### config.mk
export PLATFORM = sky130hd
export DESIGN_NAME = multi_digit_seven_segment_driver
export DESIGN_NICKNAME = d
export VERILOG_FILES = /design/src/rtl/multi_digit_seven_segment_driver.sv
export SDC_FILE = /design/constraint.sdc
export NUM_CORES = 1
export LEC_CHECK = 0
export CORE_UTILIZATION = 50
export CTS_CLUSTER_DIAMETER = 150
export DETAILED_ROUTE_END_ITERATION = 7
export PLACE_DENSITY = 0.87
export SLEW_MARGIN = 40
export SYNTH_ARGS = -nofsm -noshare
export SYNTH_HDL_FRONTEND = slang
export SYNTH_SLANG_ARGS = --single-unit
export TNS_END_PERCENT = 100
### constraint.sdc
create_clock -name clk -period 3 [get_ports clk]
set_clock_uncertainty 0.05 [all_clocks]
set_input_delay 0.3 -clock clk [delete_from_list [all_inputs] [get_ports clk]]
set_output_delay 0.3 -clock clk [all_outputs]
set_load 0.02 [all_outputs]
### src/rtl/multi_digit_seven_segment_driver.sv
// Parametrised multiplexed seven-segment driver for active-low common-anode
// displays. Scans DIGITS digits, each for TICK_CYCLES clocks, with a 16-step
// PWM brightness within every digit slot, per-digit decimal points and blink,
// optional decimal-only decoding and leading-zero blanking.
//
// Ports:
//   clk        system clock
//   rst        synchronous active-high reset
//   values     4 bits per digit, digit 0 (rightmost) in values[3:0]
//   digits     per-digit enable (0 = dark)
//   dp         per-digit decimal point, active-high
//   blink      per-digit blink enable
//   decimal    1: values 10-15 shown as '-' instead of hex A-F
//   lzb        leading-zero blanking enable
//   brightness PWM duty, on-fraction (brightness+1)/16
//   anodes     active-low digit selects, registered
//   cathodes   active-low {DP, CG..CA}, registered
module multi_digit_seven_segment_driver #(
  parameter int unsigned DIGITS      = 4,
  parameter int unsigned TICK_CYCLES = 400_000,
  parameter int unsigned BLINK_SCANS = 31
) (
  input  logic                  clk,
  input  logic                  rst,
  input  logic [4*DIGITS-1:0]   values,
  input  logic [DIGITS-1:0]     digits,
  input  logic [DIGITS-1:0]     dp,
  input  logic [DIGITS-1:0]     blink,
  input  logic                  decimal,
  input  logic                  lzb,
  input  logic [3:0]            brightness,
  output logic [DIGITS-1:0]     anodes,
  output logic [7:0]            cathodes
);

  localparam int unsigned SUB_CYCLES = TICK_CYCLES / 16;
  localparam int unsigned SUB_W      = (SUB_CYCLES > 1)  ? $clog2(SUB_CYCLES)  : 1;
  localparam int unsigned IDX_W      = (DIGITS > 1)      ? $clog2(DIGITS)      : 1;
  localparam int unsigned SCAN_W     = (BLINK_SCANS > 1) ? $clog2(BLINK_SCANS) : 1;

  // Standard active-low 0-F font, bits [6:0] = CG..CA.
  function automatic logic [6:0] hex_font(input logic [3:0] v);
    logic [6:0] s;
    case (v)
      4'h0: s = 7'h40;
      4'h1: s = 7'h79;
      4'h2: s = 7'h24;
      4'h3: s = 7'h30;
      4'h4: s = 7'h19;
      4'h5: s = 7'h12;
      4'h6: s = 7'h02;
      4'h7: s = 7'h78;
      4'h8: s = 7'h00;
      4'h9: s = 7'h10;
      4'hA: s = 7'h08;
      4'hB: s = 7'h03;
      4'hC: s = 7'h46;
      4'hD: s = 7'h21;
      4'hE: s = 7'h06;
      default: s = 7'h0E;
    endcase
    return s;
  endfunction

  // Scan state
  logic [SUB_W-1:0]  sub_cnt, sub_cnt_n;
  logic [3:0]        pwm_phase, pwm_phase_n;
  logic [IDX_W-1:0]  idx, idx_n;
  logic [SCAN_W-1:0] scan_cnt, scan_cnt_n;
  logic              blink_phase, blink_phase_n;

  // Per-cycle display decision
  logic [3:0]        val_arr [DIGITS];
  logic [DIGITS-1:0] all_zero;
  logic [3:0]        cur_val;
  logic              sub_last, slot_end, idx_last;
  logic              zero_blank, lit;
  logic [6:0]        seg;
  logic [DIGITS-1:0] anodes_n;
  logic [7:0]        cathodes_n;

  // Next-state for the scan counters
  always_comb begin
    sub_cnt_n     = sub_cnt;
    pwm_phase_n   = pwm_phase;
    idx_n         = idx;
    scan_cnt_n    = scan_cnt;
    blink_phase_n = blink_phase;

    sub_last = (sub_cnt == SUB_W'(SUB_CYCLES - 1));
    slot_end = sub_last && (pwm_phase == 4'hF);
    idx_last = (idx == IDX_W'(DIGITS - 1));

    if (sub_last) begin
      sub_cnt_n   = '0;
      pwm_phase_n = pwm_phase + 4'd1;
    end else begin
      sub_cnt_n = sub_cnt + SUB_W'(1);
    end

    if (slot_end) begin
      if (idx_last) begin
        idx_n = '0;
        if (scan_cnt == SCAN_W'(BLINK_SCANS - 1)) begin
          scan_cnt_n    = '0;
          blink_phase_n = ~blink_phase;
        end else begin
          scan_cnt_n = scan_cnt + SCAN_W'(1);
        end
      end else begin
        idx_n = idx + IDX_W'(1);
      end
    end
  end

  // Output decode for the digit currently being scanned
  always_comb begin
    for (int i = 0; i < int'(DIGITS); i++) begin
      val_arr[i]  = values[4*i +: 4];
      // Digit i and every digit to its left are zero.
      all_zero[i] = ((values >> (4*i)) == '0);
    end

    cur_val    = val_arr[idx];
    zero_blank = lzb && (idx != '0) && all_zero[idx];

    if (zero_blank)
      seg = 7'h7F;
    else if (decimal && (cur_val >= 4'd10))
      seg = 7'h3F;
    else
      seg = hex_font(cur_val);

    // The last cycle of every slot is kept dark so the registered outputs
    // show all anodes off on the cycle the scan moves to the next digit.
    lit = digits[idx]
          && (pwm_phase <= brightness)
          && !(blink[idx] && blink_phase)
          && !(zero_blank && !dp[idx])
          && !slot_end;

    anodes_n   = '1;
    cathodes_n = 8'hFF;
    if (lit) begin
      anodes_n   = ~(DIGITS'(1) << idx);
      cathodes_n = {~dp[idx], seg};
    end
  end

  // State and output registers
  always_ff @(posedge clk) begin
    if (rst) begin
      sub_cnt     <= '0;
      pwm_phase   <= '0;
      idx         <= '0;
      scan_cnt    <= '0;
      blink_phase <= 1'b0;
      anodes      <= '1;
      cathodes    <= 8'hFF;
    end else begin
      sub_cnt     <= sub_cnt_n;
      pwm_phase   <= pwm_phase_n;
      idx         <= idx_n;
      scan_cnt    <= scan_cnt_n;
      blink_phase <= blink_phase_n;
      anodes      <= anodes_n;
      cathodes    <= cathodes_n;
    end
  end

endmodule

==> flow_metrics.tcl, run 1 <==
set metrics [dict create \
    ant_nets 0 \
    netlist.area_leader.share 0.353 \
    clock_sinks 39 \
    drcViolationCount 0 \
    worstHoldEndpoint "sub_cnt[0]" \
    synthAdderAreaFrac 0.0962 \
    synth.area.mux_share 0.103 \
    wl_per_cell_um 14.2 \
    nFillCells 312 \
    rsz0062_at_grt "no" \
    drt-total-wl_mm 4.74 \
    worst_slack_ns 0.596 \
    relSlewSlack 0.543 \
    p_sw_uw 262 \
    final_nets 335 \
    min_path_cells 1 \
    area_growth_pct 27.9 \
    min_from "sub_cnt[0]" \
    drv_slew 0 \
    critPathRequiredTime_ns 3.09 \
    dpl.hpwl_mm 3.61 \
    tightest_slew_ns 0.682 \
    yosysWarningCount 0 \
    hold_viol_final 0 \
    cts_root_buffer "clkbuf_8" \
    critPathLaunchType "flop" \
    powerDensity_mw_per_mm2 396 \
    numCtsBuffers 5 \
    synth-async-reset-ratio 0 \
    synthesis.area_mm2 0.00221 \
    vias 1869 \
    synth-main-ff-cell "dfxtp_1" \
    period_share 0.801 \
    die-height_um 68.5 \
    synth_seq_cells 39 \
    p_seq_frac 0.475 \
    p_int_uw 859 \
    portBuffers 47 \
    rows 23 \
    arrival_ns 2.50 \
    p_sw_frac 0.234 \
    start_util 0.538 \
    synth-edff-count 0 \
    ys_seq_area_frac 0.353 \
    yosys.area.top_type "dfxtp_1" \
    die_w_um 68.5 \
    synth_top_family_by_area "simple AND/OR/NAND/NOR gates" \
    drt_first_pass_iters 4 \
    tns_ns 0 \
    synthesis.nets 286 \
    synth_xor_area_frac 0.0594 \
    htree_levels 2 \
    n_antenna_cell 0 \
    layout-drive-gt1-share 0.0954 \
    outcome "completed" \
    drv_cap 0 \
    yosys.area_share.simple 0.235 \
    ctsHoldBuffers 0 \
    comb_power_share 0.130 \
    globalplace.congestion 0.852 \
    crit-reg2reg-launch "idx[0]" \
    dp_slack_ns 0.516 \
    overflow 0 \
    setup_violations 0 \
    clockPowerShare 0.395 \
    grt_pass1_vias 1823 \
    clk_pin_slew_ns 0.08 \
    r2r_cells 4 \
    fmax_mhz 416 \
    grt_pass1_wl_mm 8.02 \
    die_area_mm2 0.00469 \
    period_minus_slack_ns 2.40 \
    clock_path_buffers 2 \
    synth.distinct_cells 47 \
    cts-resized-gates 0 \
    ys_top_cells_by_area "dfxtp_1 (35%), ha_1 (9.6%), mux4_2 (6.1%)" \
    synth-compound-area-share 0.104 \
    grt_usage 0.232 \
    clk-insertion-delay-late_ns 0.30 \
    io_pins 48 \
    worst_ir_drop_vdd_v 0.000185 \
    p_leak_nw 1.06 \
    end_kind "flop" \
    via_per_inst 5.61 \
    crit_fanout 8 \
    syn_avg_cell_area_um2 9.49 \
    synth_cells 233 \
    ys_top_cells_by_count "dfxtp_1 (39), nor2_1 (29), ha_1 (17), nand2_1 (17), inv_1 (15)" \
    r2r_slack_ns 0.60 \
    drtIter0Drc 70 \
    worstReg2RegEnd "cathodes[2]" \
    cts_tree "built" \
    worstHoldPathType "flop to flop" \
    path_class "flop to flop" \
    post-synth-top-count-cell "dfxtp_1" \
    core-area_mm2 0.00412 \
    antenna_found_initial 0 \
    grt_max_degree 16 \
    post_cts.repair.setup_buffers 0 \
]
## worst max-delay path, cell delays in order, from the launching register on
cell and delay (ns):
dfxtp_1 0.58, mux4_2 0.65, ha_1 0.28, o311ai_2 0.51, o2111ai_1 0.18
## how the worst max path moves through the flow
stage,from,endpoint,slack [ns]
detailed placement,values[13],cathodes[2],0.52
global placement,values[13],cathodes[2],0.61
CTS,idx[0],cathodes[2],0.59
floorplan,idx[0],cathodes[3],0.89
global route,idx[0],cathodes[0],0.45
finish,idx[0],cathodes[2],0.60
## placed cells by master (no fill, tap or decap), drive strengths merged, types with 6 or more instances in the layout
cell type	count
a21oi	13
nor2	29
dfxtp	39
mux4	8
nand3	10
clkdlybuf4s50	47
nor4	6
or3	7
ha	17
xor2	10
inv	15
o21ai	8
nand2	18
## registers in the layout, summed over array words and instances (netlist names)
register	cells
sub_cnt	15
idx	2
pwm_phase	4
scan_cnt	5
blink_phase	1
cathodes	8
anodes	4
## routing by layer
metal | wire length (µm) | track usage | up-vias | part of all wire
met5 | 0 | 0 | - | 0
met4 | 74 | 0.0885 | 0 | 0.016
met3 | 194 | 0.0609 | 9 | 0.041
met1 | 2030 | 0.263 | 881 | 0.43
met2 | 2450 | 0.413 | 51 | 0.52
li1 | - | - | 928 | -
## power by group through the flow
stage	logic (mW)	clock network, mW	registers [mW]
2_1_floorplan	0.0620	0	0.553
3_3_place_gp	0.141	0	0.544
3_5_place_dp	0.145	0	0.545
4_1_cts	0.146	0.457	0.532
5_1_grt	0.158	0.471	0.534
6_report	0.146	0.443	0.532
## kinds of logic after synthesis
group | count (synthesis)
AOI/OAI and AO/OA | 33
and+or+nand+nor | 93
xor gates and xnor gates | 15
adders and majority gates | 17
DFF | 39
muxes | 12
buffers and inverters | 24
## cell type report
class                   instances  area, µm²  area share
repair buffers                 50        493       0.174
well taps                      50       62.6      0.0221
clock inverters                 3       43.8      0.0155
clock buffers                   5       68.8      0.0243
inverters                      16       60.1      0.0212
multi-input cells             170       1320       0.467
flip-flops and latches         39        781       0.276
## metrics by stage
| step | hold slack, ns | area [µm²] | cells | utilization | power (mW) |
|---|---|---|---|---|---|
| after floorplan | 0.322 | 2210 | 233 | - | 0.615 |
| after global routing | 0.437 | 2830 | 333 | 0.687 | 1.16 |
| final | 0.400 | 2830 | 333 | 0.687 | 1.12 |
| after CTS | 0.400 | 2830 | 333 | 0.687 | 1.14 |
| after global placement | 0.382 | 2720 | 325 | 0.660 | 0.685 |
| after detailed placement | 0.388 | 2720 | 325 | 0.660 | 0.690 |
(Power assumes the default switching activity.)
==> run 2: changes to the inputs <==
- CORE_UTILIZATION: 50 -> 46
- PLACE_DENSITY: 0.87 -> 0.84
- clock period: 3 -> 2.15 ns (I/O delays scaled with it)
==> flow_metrics.tcl, run 2 (synthesis gave the netlist of run 1 again) <==
set metrics [dict create \
    via_per_inst 5.48 \
    worst_ir_drop_vdd_v 0.000390 \
    worstHoldPathType "flop to flop" \
    ctsHoldBuffers 0 \
    ant_nets 0 \
    rows 24 \
    dp_slack_ns -0.0555 \
    grt_max_degree 16 \
    io_pins 48 \
    seq_area_um2 785 \
    p_leak_nw 1.13 \
    numCtsBuffers 5 \
    final_nets 349 \
    htree_levels 2 \
    drv_slew 0 \
    fmax_mhz 494 \
    clock_path_buffers 2 \
    outcome "complete, but fails checks" \
    dpl.hpwl_mm 3.81 \
    clk_pin_slew_ns 0.07 \
    cp_top_family "multiplexers" \
    arrival_ns 2.20 \
    tightest_slew_ns 0.426 \
    core-area_mm2 0.00447 \
    final_cell_area_mm2 0.00295 \
    timing.hold.ws_ns 0.399 \
    wl_per_cell_um 14.0 \
    period_share 0.942 \
    crit_fanout 7 \
    worst_slack_ns 0.124 \
    clock_sinks 39 \
    critPathLaunchType "flop" \
    relSlewSlack 0.716 \
    path_class "flop to flop" \
    grt_usage 0.216 \
    start_util 0.494 \
    hold_viol_final 0 \
    die-height_um 71.3 \
    n_antenna_cell 0 \
    antenna_found_initial 0 \
    path_buf_inv 2 \
    drt_first_pass_iters 6 \
    grt_pass1_vias 1880 \
    layout-drive-gt1-share 0.141 \
    overflow 0 \
    post_cts.repair.setup_buffers 0 \
    largest_reg_flops 15 \
    powerDensity_mw_per_mm2 533 \
    finish.utilization 0.660 \
    vias 1911 \
    die_area_mm2 0.00509 \
    cts_tree "built" \
    grt_pass1_wl_mm 8.49 \
    period_minus_slack_ns 2.03 \
    r2r_slack_ns 0.12 \
    violations "DRC" \
    globalplace.congestion 0.825 \
    setup_violations 0 \
    mostFrequentLayoutCell "clkdlybuf4s50_1" \
    clk-insertion-delay-late_ns 0.28 \
    drcViolationCount 2 \
    portBuffers 47 \
    drtIter0Drc 80 \
    drt-total-wl_mm 4.88 \
    end_kind "flop" \
    critPathRequiredTime_ns 2.32 \
    area_growth_pct 33.5 \
    drv_cap 0 \
    cp_cell_sequence "buf_4 > mux4_2 > inv_1 > nor2_1 > or3b_1 > nand4_1" \
    cts_root_buffer "clkbuf_8" \
    placed_area_mm2 0.00282 \
    nFillCells 346 \
    slowest_stage "mux4_2" \
    rsz0062_at_grt "no" \
    final_cell_mix "clkdlybuf4s50_1 (47), dfxtp_1 (38), nor2_1 (29)" \
    multi_input_area_mm2 0.00133 \
    reg.largest.list "sub_cnt x15, cathodes x8, scan_cnt x5" \
    die_w_um 71.3 \
    max_stage_delay_ns 0.60 \
    top_register "sub_cnt" \
]
[run 2: cell count changes in the layout (fill, tap and decap cells not counted)]
cell	change
nor4_2	-1
clkinv_4	-1
dfxtp_1	-1
clkbuf_8	+1
dfxtp_4	+1
nor4_4	+1
buf_4	+14
[run 2: layout make-up]
class                   instances  share of cell area
repair buffers                 64               0.202
well taps                      52              0.0220
inverters                      16              0.0203
clock buffers                   6              0.0280
clock inverters                 2              0.0119
flip-flops and latches         39               0.266
multi-input cells             170               0.450
[run 2: path summary, 6_finish.rpt]
path	depth (start not counted)	to	from
max	6	cathodes[0]	idx[0]
min	1	sub_cnt[0]	sub_cnt[0]
max reg2reg	6	cathodes[0]	idx[0]
min reg2reg	1	sub_cnt[0]	sub_cnt[0]
[run 2: what timing repair did]
action	4_1_cts	5_1_grt
cloned	0	0
endpoints found under the setup margin	3	5
pin swaps	0	2
gates resized for setup	1	2
[run 2: per-stage QoR]
stage          total power, mW  setup TNS [ns]  std cells
2_1_floorplan            0.858               0        233
3_3_place_gp             0.967         -0.0180        341
3_5_place_dp             0.974          -0.223        341
4_1_cts                   1.59               0        349
5_1_grt                   1.64               0        349
6_report                  1.57               0        349
[run 2: power by group]
group          switching [mW]  internal (mW)  total [mW]
Combinational          0.0880          0.127       0.215
Clock                   0.243          0.375       0.618
Sequential            0.00624          0.735       0.742
Total                   0.337           1.24        1.57
[run 2: metal layers]
layer / track usage / part of all wire / up-vias
li1: - / - / 961
met1: 0.246 / 0.44 / 902
met2: 0.392 / 0.51 / 44
met3: 0.0520 / 0.036 / 4
met4: 0.0800 / 0.012 / 0
met5: 0 / 0 / -
==> run 3: changes to the inputs <==
- CORE_UTILIZATION: 46 -> 40
- PLACE_DENSITY: 0.84 -> 0.79
==> flow_metrics.tcl, run 3 (synthesis gave the netlist of run 1 again) <==
set metrics [dict create \
    busiest_layer "met2" \
    grt_max_degree 16 \
    r2r_cells 7 \
    vias 1897 \
    top_register "sub_cnt" \
    io_pins 48 \
    hold_viol_final 0 \
    final_nets 346 \
    ant_nets 0 \
    post_cts.repair.setup_buffers 0 \
    fmax_mhz 501 \
    grt_use_met1 0.206 \
    worstHoldPathType "flop to flop" \
    end_kind "flop" \
    die_w_um 76.4 \
    drcViolationCount 0 \
    setup_violations 0 \
    dpl.hpwl_mm 3.64 \
    p_leak_nw 1.10 \
    largest_reg_flops 15 \
    grt_pass1_vias 1839 \
    final_cell_mix "clkdlybuf4s50_1 (47), dfxtp_1 (38), nor2_1 (29)" \
    crit_fanout 7 \
    start_util 0.425 \
    nFillCells 452 \
    critPathRequiredTime_ns 2.25 \
    portBuffers 47 \
    drv_slew 0 \
    via_per_inst 5.21 \
    cts_tree "built" \
    clock_path_buffers 2 \
    relSlewSlack 0.632 \
    use_met3 0.0395 \
    min_path_cells 1 \
    p_int_mw 1.09 \
    clockPowerShare 0.329 \
    comb_power_share 0.149 \
    grt_pass1_wl_mm 8.16 \
    min_from "sub_cnt[0]" \
    period_share 0.928 \
    finalPower_mw 1.42 \
    rows 26 \
    path_class "flop to flop" \
    drtIter0Drc 60 \
    crit-reg2reg-launch "idx[0]" \
    die_area_mm2 0.00583 \
    placed_area_mm2 0.00282 \
    finish.utilization 0.559 \
    tightest_slew_ns 0.552 \
    n_antenna_cell 0 \
    numCtsBuffers 5 \
    r2r_slack_ns 0.16 \
    worstHoldEndpoint "sub_cnt[0]" \
    cts_root_buffer "clkbuf_8" \
    powerDensity_mw_per_mm2 489 \
    p_seq_frac 0.522 \
    gr-usage-met2 0.297 \
    die-height_um 76.4 \
    clock_sinks 39 \
    final_cell_area_mm2 0.00291 \
    grt_usage 0.173 \
    clk-insertion-delay-late_ns 0.28 \
    worst_ir_drop_vdd_v 0.000270 \
    globalplace.congestion 0.880 \
    arrival_ns 2.10 \
    area_growth_pct 31.4 \
    reg.largest.list "sub_cnt x15, cathodes x8, scan_cnt x5" \
    antenna_found_initial 0 \
    wl_per_cell_um 12.4 \
    clk_pin_slew_ns 0.07 \
    outcome "completed" \
    htree_levels 2 \
    p_sw_uw 331 \
    core-area_mm2 0.00520 \
    rsz0062_at_grt "no" \
    p_sw_frac 0.233 \
    worstReg2RegEnd "cathodes[2]" \
    overflow 0 \
    layout-drive-gt1-share 0.129 \
    drv_cap 0 \
    mostFrequentLayoutCell "clkdlybuf4s50_1" \
    drt-total-wl_mm 4.52 \
    period_minus_slack_ns 1.99 \
    drt_first_pass_iters 4 \
    critPathLaunchType "flop" \
]
==> run 3: layout make-up <==
cell class,count,area (µm²),area share
well taps,70,87.6,0.0301
multi-input cells,170,1320,0.454
repair buffers,61,576,0.198
flip-flops and latches,39,782,0.269
inverters,16,60.1,0.0207
clock inverters,1,5.00,0.00172
clock buffers,7,76.3,0.0262
==> run 3: what timing repair did <==
action / CTS / global route
resized for setup: 0 / 2
setup endpoints to repair: 0 / 6
hold buffers: 0 / 0
==> run 3: how the worst max path moves through the flow <==
stage / startpoint / endpoint / slack (ns) / cells past startpoint
floorplan: idx[0] / cathodes[3] / 0.04 / 8
global placement: brightness[1] / cathodes[2] / -0.04 / 9
detailed placement: values[0] / cathodes[3] / -0.08 / 8
CTS: idx[0] / cathodes[2] / 0.07 / 7
global route: idx[0] / cathodes[2] / 0.01 / 7
finish: idx[0] / cathodes[2] / 0.16 / 7
==> run 3: critical path, cell delays in order (launching register included) <==
cell and delay (ns):
dfxtp_2 0.38, buf_4 0.16, mux4_2 0.51, nand2_2 0.10, nand3b_4 0.11, nor4_4 0.26, buf_4 0.19, o2111ai_1 0.10
==> run 3: stage by stage <==
stage	setup TNS [ns]	setup WS, ns	cells	hold WS (ns)
final	0	0.155	364	0.404
after floorplan	0	0.0396	233	0.237
after CTS	0	0.0682	364	0.407
after global routing	0	0.0137	364	0.417
after detailed placement	-0.140	-0.0800	356	0.395
after global placement	-0.0665	-0.0425	356	0.382
==> run 3: per-layer routing <==
metal  routed length [µm]  vias up  share of wire
li1                     -      947              -
met4                  103        0          0.023
met2                 2190       41           0.49
met5                    0        -              0
met3                  165       11          0.037
met1                 2060      898           0.46
==> run 3: power groups by stage <==
stage / Clock [mW] / Combinational, mW / Sequential [mW]
6_report: 0.467 / 0.212 / 0.743
5_1_grt: 0.508 / 0.232 / 0.744
4_1_cts: 0.475 / 0.214 / 0.743
3_5_place_dp: 0 / 0.213 / 0.760
3_3_place_gp: 0 / 0.209 / 0.759
2_1_floorplan: 0 / 0.0865 / 0.772
